File: config.mk
export PLATFORM = sky130hd
export DESIGN_NAME = s27_bist_ctrl
export DESIGN_NICKNAME = d
export VERILOG_FILES = /design/src/rtl/s27_bist_pkg.sv /design/src/rtl/bist_sisr.sv /design/src/rtl/s27_bist_ctrl.sv
export SDC_FILE = /design/constraint.sdc
export NUM_CORES = 1
export LEC_CHECK = 0
export ABC_AREA = 1
export CORE_MARGIN = 10
export CORE_UTILIZATION = 54
export CTS_CLUSTER_DIAMETER = 100
export CTS_CLUSTER_SIZE = 40
export DETAILED_ROUTE_END_ITERATION = 16
export PLACE_DENSITY = 0.79
export SLEW_MARGIN = 20
export SYNTH_ARGS = -nofsm -noshare
export SYNTH_HDL_FRONTEND = slang
export SYNTH_SLANG_ARGS = --single-unit
File: constraint.sdc
create_clock -name CK -period 2.4 [get_ports CK]
set_clock_uncertainty 0.15 [all_clocks]
set_input_delay 0.36 -clock CK [delete_from_list [all_inputs] [get_ports CK]]
set_output_delay 0.36 -clock CK [all_outputs]
set_load 0.02 [all_outputs]
File: src/rtl/s27_bist_pkg.sv
// Shared types and constants for the s27 BIST controller:
// FSM state encoding, LFSR/SISR polynomials and datapath widths.
package s27_bist_pkg;

    localparam int unsigned LFSR_W = 4;
    localparam int unsigned SIG_W  = 8;
    localparam int unsigned CNT_W  = 8;

    // x^4+x^3+1: feedback is lfsr[3]^lfsr[2]
    localparam logic [LFSR_W-1:0] LFSR_TAPS = 4'b1100;
    // x^8+x^4+x^3+x^2+1 with the x^8 term implied by the shift-out bit
    localparam logic [SIG_W-1:0]  SISR_POLY = 8'h1D;

    typedef enum logic [1:0] {
        IDLE = 2'd0,
        WARM = 2'd1,
        RUN  = 2'd2,
        DONE = 2'd3
    } state_t;

    function automatic logic [LFSR_W-1:0] lfsr_next(input logic [LFSR_W-1:0] v);
        return {v[LFSR_W-2:0], ^(v & LFSR_TAPS)};
    endfunction

endpackage

File: src/rtl/bist_sisr.sv
// Serial-input signature register compacting one response bit per enabled edge.
// The next value is exported so the controller can judge pass/fail on the final edge.
module bist_sisr
    import s27_bist_pkg::*;
(
    input  logic             CK,
    input  logic             RST_N,
    input  logic             i_en,
    input  logic             i_clr,
    input  logic             i_bit,
    output logic [SIG_W-1:0] o_sig,
    output logic [SIG_W-1:0] o_sig_next_c
);

    logic [SIG_W-1:0] r_sig;
    logic             w_fb;

    assign w_fb = r_sig[SIG_W-1] ^ i_bit;

    always_comb begin
        o_sig_next_c = {r_sig[SIG_W-2:0], 1'b0} ^ (w_fb ? SISR_POLY : SIG_W'(0));
    end

    // Clear wins over enable so a restart always begins from zero
    always_ff @(posedge CK or negedge RST_N) begin
        if (!RST_N) begin
            r_sig <= '0;
        end else if (i_clr) begin
            r_sig <= '0;
        end else if (i_en) begin
            r_sig <= o_sig_next_c;
        end
    end

    assign o_sig = r_sig;

endmodule

File: src/rtl/s27_bist_ctrl.sv
// BIST sequencer for the s27 core: LFSR stimulus on G0..G3, warm-up flush,
// serial compaction of G17 and a registered pass/fail verdict against GOLDEN.
module s27_bist_ctrl
    import s27_bist_pkg::*;
#(
    parameter int unsigned        WARMUP    = 3,
    parameter int unsigned        N_PAT     = 15,
    parameter logic [LFSR_W-1:0]  LFSR_SEED = 4'b0001,
    parameter logic [SIG_W-1:0]   GOLDEN    = 8'h00
) (
    input  logic             CK,
    input  logic             RST_N,
    input  logic             start,
    input  logic             G17,
    output logic             G0,
    output logic             G1,
    output logic             G2,
    output logic             G3,
    output logic             busy,
    output logic             done,
    output logic             pass,
    output logic [SIG_W-1:0] signature
);

    localparam logic [CNT_W-1:0] WARM_LAST = CNT_W'(WARMUP - 32'd1);
    localparam logic [CNT_W-1:0] RUN_LAST  = CNT_W'(N_PAT - 32'd1);

    state_t              r_state;
    state_t              w_state_nxt;
    logic [LFSR_W-1:0]   r_lfsr;
    logic [LFSR_W-1:0]   w_lfsr_nxt;
    logic [CNT_W-1:0]    r_cnt;
    logic [CNT_W-1:0]    w_cnt_nxt;
    logic                r_busy;
    logic                r_done;
    logic                r_pass;
    logic                w_busy_nxt;
    logic                w_done_nxt;
    logic                w_pass_nxt;
    logic                w_sisr_en;
    logic                w_sisr_clr;
    logic [SIG_W-1:0]    w_sig;
    logic [SIG_W-1:0]    w_sig_nxt;

    bist_sisr u_sisr (
        .CK           (CK),
        .RST_N        (RST_N),
        .i_en         (w_sisr_en),
        .i_clr        (w_sisr_clr),
        .i_bit        (G17),
        .o_sig        (w_sig),
        .o_sig_next_c (w_sig_nxt)
    );

    always_ff @(posedge CK or negedge RST_N) begin
        if (!RST_N) begin
            r_state <= IDLE;
            r_lfsr  <= LFSR_SEED;
            r_cnt   <= '0;
            r_busy  <= 1'b0;
            r_done  <= 1'b0;
            r_pass  <= 1'b0;
        end else begin
            r_state <= w_state_nxt;
            r_lfsr  <= w_lfsr_nxt;
            r_cnt   <= w_cnt_nxt;
            r_busy  <= w_busy_nxt;
            r_done  <= w_done_nxt;
            r_pass  <= w_pass_nxt;
        end
    end

    always_comb begin
        w_state_nxt = r_state;
        w_lfsr_nxt  = r_lfsr;
        w_cnt_nxt   = r_cnt;
        w_pass_nxt  = r_pass;
        w_sisr_en   = 1'b0;
        w_sisr_clr  = 1'b0;

        case (r_state)
            IDLE, DONE: begin
                if (start) begin
                    w_lfsr_nxt  = LFSR_SEED;
                    w_cnt_nxt   = '0;
                    w_sisr_clr  = 1'b1;
                    w_pass_nxt  = 1'b0;
                    w_state_nxt = (WARMUP == 0) ? RUN : WARM;
                end
            end
            WARM: begin
                w_lfsr_nxt = lfsr_next(r_lfsr);
                if (r_cnt == WARM_LAST) begin
                    w_state_nxt = RUN;
                    w_cnt_nxt   = '0;
                end else begin
                    w_cnt_nxt = r_cnt + CNT_W'(1);
                end
            end
            RUN: begin
                w_lfsr_nxt = lfsr_next(r_lfsr);
                w_sisr_en  = 1'b1;
                if (r_cnt == RUN_LAST) begin
                    // Verdict uses the signature as it will be after this edge
                    w_state_nxt = DONE;
                    w_pass_nxt  = (w_sig_nxt == GOLDEN);
                end else begin
                    w_cnt_nxt = r_cnt + CNT_W'(1);
                end
            end
            default: begin
                w_state_nxt = IDLE;
            end
        endcase

        w_busy_nxt = (w_state_nxt == WARM) || (w_state_nxt == RUN);
        w_done_nxt = (w_state_nxt == DONE);
    end

    // Stimulus is gated so the core sees all-zero inputs outside a test
    assign {G3, G2, G1, G0} = r_lfsr & {LFSR_W{r_busy}};
    assign busy      = r_busy;
    assign done      = r_done;
    assign pass      = r_pass;
    assign signature = w_sig;

endmodule
==> results.json, run 1 <==
{
  "outcome": "completed",
  "drv_slew": 0,
  "synth_xor_area_share_pct": 3.71,
  "syn2layout_area_growth_pct": 17.5,
  "dr.pass1.iters": 4,
  "synth.cell_area_um2": 1420,
  "start_kind": "flop",
  "min_path_type": "primary input to async pin",
  "met3_length_um": 140,
  "combPwrFrac_pct": 53.4,
  "post_drt_wl_per_cell_um": 12.9,
  "cp.required_ns": 1.89,
  "synth.largest_area_cell": "dfrtp_1",
  "critPathMaxStageDelay_ns": 0.59,
  "min_period_ns": 2.11,
  "synth_top_family_by_area": "simple AND/OR/NAND/NOR gates",
  "place_inst": 239,
  "place_hpwl_um": 2440,
  "grt_max_degree": 26,
  "synth-main-ff-cell": "dfrtp_1",
  "muxShareOfSynthArea_pct": 0,
  "coreArea_um2": 2500,
  "vias_per_cell": 5.13,
  "synthSimpleGateAreaFrac_pct": 28.5,
  "crit_path_top_delay_cell": "clkdlybuf4s50_1",
  "worstPathArrival_ns": 1.60,
  "initial_core_util_pct": 56.6,
  "cap_violations": 0,
  "fin_crit_sh_pct": 88.0,
  "cts.sinks": 25,
  "rows": 18,
  "yosys_warnings": 0,
  "synth_cell_types": 21,
  "finalSetupViolations": 0,
  "vias": 1246,
  "worstMarginPinSlew_ns": 0.508,
  "avgSynthCellArea_um2": 7.41,
  "critical_path_buf_inv_count": 2,
  "m1WireLength_um": 1430,
  "antenna_found_initial": 0,
  "max_slew_margin_pct": 66.0,
  "synth_async_sr_flop_share_pct": 100,
  "post_cts_resized": 0,
  "synth_edf_count": 0,
  "synthTopCellsByArea": "dfrtp_1 (42%), nand2_1 (15%), inv_1 (9.0%)",
  "antenna_left": 0,
  "clkTransAtPathRegs_ns": 0.15,
  "die_area_um2": 5070,
  "tritoncts": "built",
  "path_cells": "nand2_1 > inv_1 > clkdlybuf4s50_1",
  "io_pins": 19,
  "cts_buffers": 3,
  "synth_seq_area_share_pct": 44.3,
  "path_class": "flop to primary output",
  "drt_iter0_drc": 75,
  "timing.fmax_mhz": 473,
  "synth_top_cell_area_share_pct": 42.4,
  "diodes": 0,
  "internal-power_w": 0.000980,
  "final_nets": 224,
  "wl_met2_um": 1520,
  "final.setup.tns_ns": 0,
  "grt_pass1_wl_um": 5290,
  "cts_hold_buf": 0,
  "synth_nets": 201,
  "cts_root_buf": "clkbuf_4",
  "p_seq_share_pct": 35.6,
  "power.share.clock_pct": 11.0,
  "p_switching_w": 0.000851,
  "grt_usage_pct": 12.5,
  "clock_latency_ns": 0.34,
  "drc": 0,
  "p_leak_nw": 0.912,
  "htreeDepth": 1,
  "endpoint_kind": "primary output",
  "die_h_um": 71.2,
  "vdd_ir_drop_max_mv": 0.920,
  "finalWirelength_um": 3130,
  "drive_gt1_share_pct": 6.57,
  "top_layer": "met4",
  "power_density_nw_per_um2": 1100,
  "ys_ff_latch": 25,
  "gp_congestion": 0.900,
  "synthCells": 191,
  "grt_pass1_vias": 1190,
  "die_x_um": 71.2,
  "switching_share_pct": 46.5,
  "critPathTopFamily": "buffers and inverters",
  "port_buffers": 18,
  "stdcell_count": 243,
  "rsz0062_at_grt": "no",
  "grt-ovfl-total": 0,
  "post-cts-setup-buffers": 0,
  "synthAdderAreaFrac_pct": 5.31,
  "finalHoldViolCount": 0,
  "synth-compound-area-share_pct": 7.52,
  "clock_path_buffers": 2,
  "critical_path.max_fanout": 3
}
[worst reg2reg max path: cells and delay by family, from the launching register on]
kind,cells,cell delay [ns]
buffers and inverters,2,0.20
adder cells (fa/ha/maj),2,0.68
flip-flops,1,0.41
AND/OR/NAND/NOR,3,0.48
[cell usage after synthesis, types with 2 or more instances]
cell type   n
inv_2       3
ha_1        6
inv_1      34
a21oi_1     3
dfrtp_1    24
nor3_1      2
nor2_2      3
nand3_1    19
o21ai_0     7
xor2_1      6
o22ai_1     6
nor2_1     12
nand2_1    57
o21ai_1     2
[layout by cell type (no fill, tap or decap)]
cell type	netlist	layout
nand3_1	19	19
clkdlybuf4s50_1	0	18
inv_2	3	3
nand4_1	1	1
nand3b_1	1	1
clkbuf_4	0	3
nor2_1	12	12
nand2_2	1	1
a21oi_1	3	3
o21ai_0	7	7
o2111ai_1	1	1
ha_1	6	6
o22ai_1	6	6
dfrtp_1	24	24
o21ai_1	2	2
buf_4	1	1
nor3_1	2	2
inv_1	34	34
dfstp_2	1	1
clkinvlp_4	0	1
nor2_2	3	3
clkinv_2	1	1
nand2_1	57	57
xor2_1	6	6
[cell type report]
type | count | area [um^2]
Tap cell | 30 | 37.5
Clock inverter | 1 | 7.51
Multi-Input combinational cell | 127 | 637
Timing Repair Buffer | 19 | 188
Inverter | 38 | 144
Fill cell | 195 | 837
Sequential cell | 25 | 627
Clock buffer | 3 | 22.5
[sequential cells by signal (all words and copies together), names as in the netlist]
| name | flops |
|---|---|
| r_cnt | 8 |
| r_lfsr | 4 |
| u_sisr.o_sig | 8 |
| busy | 1 |
| r_state | 2 |
| pass | 1 |
| done | 1 |
[power by group through the flow]
stage / Combinational, W / Clock [W] / Sequential [W]
after floorplan: 0.000594 / 0 / 0.000711
after global placement: 0.000952 / 0 / 0.000650
after detailed placement: 0.000976 / 0 / 0.000661
after CTS: 0.000986 / 0.000208 / 0.000653
after global routing: 0.00111 / 0.000216 / 0.000671
final: 0.000978 / 0.000201 / 0.000651
[per-stage QoR]
step	setup WS [ns]	cell area, um^2	power, W	hold WS (ns)	util [%]
global placement	0.461	1630	0.00160	0.347	65.3
global route	0.232	1660	0.00199	0.224	66.5
detailed placement	0.404	1630	0.00164	0.369	65.3
floorplan	0.594	1420	0.00131	-0.0856	-
finish	0.288	1660	0.00183	0.209	66.5
CTS	0.273	1660	0.00185	0.211	66.5
[logic make-up after synthesis]
kind of cell             count (synthesis)
XOR/XNOR                                 6
AO/OA/AOI/OAI                           19
AND/OR/NAND/NOR                         96
flip-flops                              25
buffers and inverters                   39
adder cells (fa/ha/maj)                  6
[routing by layer]
| layer | up-vias | track usage (%) |
|---|---|---|
| met4 | 0 | 5.16 |
| li1 | 641 | - |
| met2 | 20 | 21.5 |
| met5 | - | 0 |
| met1 | 580 | 14.8 |
| met3 | 5 | 2.37 |
[worst paths after layout]
path                            depth (start not counted)               to        from  slack (ns)
worst max-delay path                                    3               G0   r_lfsr[0]        0.29
min in group CK                                         2        r_lfsr[1]   r_lfsr[0]        0.39
worst min-delay path                                    2  u_sisr.o_sig[4]       RST_N        0.21
max in group asynchronous                               2        r_lfsr[0]       RST_N        1.60
worst min register to register                          2        r_lfsr[1]   r_lfsr[0]        0.39
worst max register to register                          7             busy  r_state[0]        0.39
Power figures use the tool's default switching activity.
==> inputs of run 2 (changes only) <==
--- a/config.mk
+++ b/config.mk
@@ -6,6 +6,7 @@
 export NUM_CORES = 1
 export LEC_CHECK = 0
 export ABC_AREA = 1
+export CORE_ASPECT_RATIO = 1.5
 export CORE_MARGIN = 10
 export CORE_UTILIZATION = 54
 export CTS_CLUSTER_DIAMETER = 100
==> constraint.sdc (replaced) <==
create_clock -name CK -period 2.06 [get_ports CK]
set_clock_uncertainty 0.15 [all_clocks]
set_input_delay 0.309 -clock CK [delete_from_list [all_inputs] [get_ports CK]]
set_output_delay 0.309 -clock CK [all_outputs]
set_load 0.02 [all_outputs]
==> results.json, run 2 (synthesized netlist as in run 1, its figures left out) <==
{
  "antenna_left": 0,
  "fill_cells": 208,
  "io_pins": 19,
  "coreArea_um2": 2480,
  "drv_slew": 0,
  "placed_area_um2": 1670,
  "vdd_ir_drop_max_mv": 0.672,
  "timing.fmax_mhz": 510,
  "final_nets": 230,
  "path_cells": "inv_1 > ha_2 > inv_2 > nor2_1 > nand2_1 > nand2_1 > ha_1",
  "drt_iter0_drc": 40,
  "cts_root_buf": "clkbuf_4",
  "syn2layout_area_growth_pct": 20.8,
  "final_cell_mix": "nand2_1 (56), inv_1 (34), dfrtp_1 (24)",
  "max_slew_margin_pct": 75.2,
  "clkTransAtPathRegs_ns": 0.14,
  "cts_buffers": 3,
  "multi_input_area_um2": 647,
  "clock_latency_ns": 0.31,
  "drive_gt1_share_pct": 9.59,
  "min_path_type": "primary input to async pin",
  "critPathTopFamily": "adder cells",
  "p_leak_nw": 0.959,
  "final_common_cell": "nand2_1",
  "path_class": "flop to flop",
  "drc": 0,
  "worstMarginPinSlew_ns": 0.370,
  "grt_pass1_vias": 1367,
  "cts.sinks": 25,
  "die_area_um2": 5110,
  "grt-ovfl-total": 0,
  "start_kind": "flop",
  "finalHoldViolCount": 0,
  "die_h_um": 82.7,
  "worstPathArrival_ns": 2.03,
  "min_period_ns": 1.96,
  "antenna_found_initial": 0,
  "vias": 1293,
  "outcome": "completed",
  "grt_max_degree": 26,
  "tritoncts": "built",
  "clock_path_buffers": 2,
  "critPathMaxStageDelay_ns": 0.44,
  "endpoint_kind": "flop",
  "place_hpwl_um": 2580,
  "regArea_um2": 627,
  "cp.required_ns": 2.12,
  "total_power_w": 0.00222,
  "htreeDepth": 1,
  "power_density_nw_per_um2": 1300,
  "gp_congestion": 0.925,
  "fin_crit_sh_pct": 95.2,
  "finalWirelength_um": 3230,
  "post_drt_wl_per_cell_um": 13.3,
  "die_x_um": 61.8,
  "vias_per_cell": 5.32,
  "post-place-ws_ns": 0.0726,
  "grt_pass1_wl_um": 5700,
  "finalSetupViolations": 0,
  "port_buffers": 18,
  "cap_violations": 0,
  "design_area_um2": 1710,
  "rows": 22,
  "fin_ws_ns": 0.0988,
  "critical_path.max_fanout": 9,
  "dr.pass1.iters": 4,
  "diodes": 0,
  "critical_path_buf_inv_count": 2,
  "cpMostUsedCell": "nand2_1",
  "crit_path_top_delay_cell": "ha_2",
  "grt_usage_pct": 14.1,
  "cts_hold_buf": 0,
  "initial_core_util_pct": 57.1
}
run 2: power by group:
part	internal (W)	total, W	switching [W]
logic	0.000493	0.00125	0.000759
clock network	0.0000755	0.000215	0.000140
registers	0.000645	0.000757	0.000112
run 2: layer usage:
metal  global-route usage [%]  share of wire (%)  up-vias
met3                     1.83                3.5        6
met5                        0                  0        -
met4                     5.16                2.0        0
met1                     13.9                 38      612
met2                     28.1                 56       26
li1                         -                  -      649
run 2: repair_timing:
item / CTS / global route
setup buffers: 0 / 0
endpoints found under the setup margin: 0 / 8
resized for setup: 0 / 4
run 2: final timing paths:
| kind | start | end | slack (ns) | depth (start not counted) |
|---|---|---|---|---|
| worst max-delay path | r_state[0] | busy | 0.1 | 7 |
| worst min-delay path | RST_N | u_sisr.o_sig[7] | 0.20 | 2 |
| worst max register to register | r_state[0] | busy | 0.1 | 7 |
| worst min register to register | r_cnt[7] | r_cnt[7] | 0.39 | 2 |
| max in group asynchronous | RST_N | r_lfsr[0] | 1.26 | 2 |
| min in group CK | r_cnt[7] | r_cnt[7] | 0.39 | 2 |
run 2: final cells by class:
cell class	count	share of cell area, %
sequential	25	36.7
clock buffer	4	1.54
tap	24	1.76
timing repair buffer	25	13.8
inverter	38	8.42
multi-input combinational	127	37.8
run 2: metrics by stage:
step | setup TNS (ns) | util (%) | hold slack (ns) | instances
after global placement | 0 | 67.4 | 0.337 | 239
after global routing | -0.0197 | 69.0 | 0.219 | 243
final | 0 | 69.0 | 0.203 | 243
after detailed placement | 0 | 67.4 | 0.354 | 239
after floorplan | 0 | - | -0.137 | 191
after CTS | 0 | 68.5 | 0.215 | 243
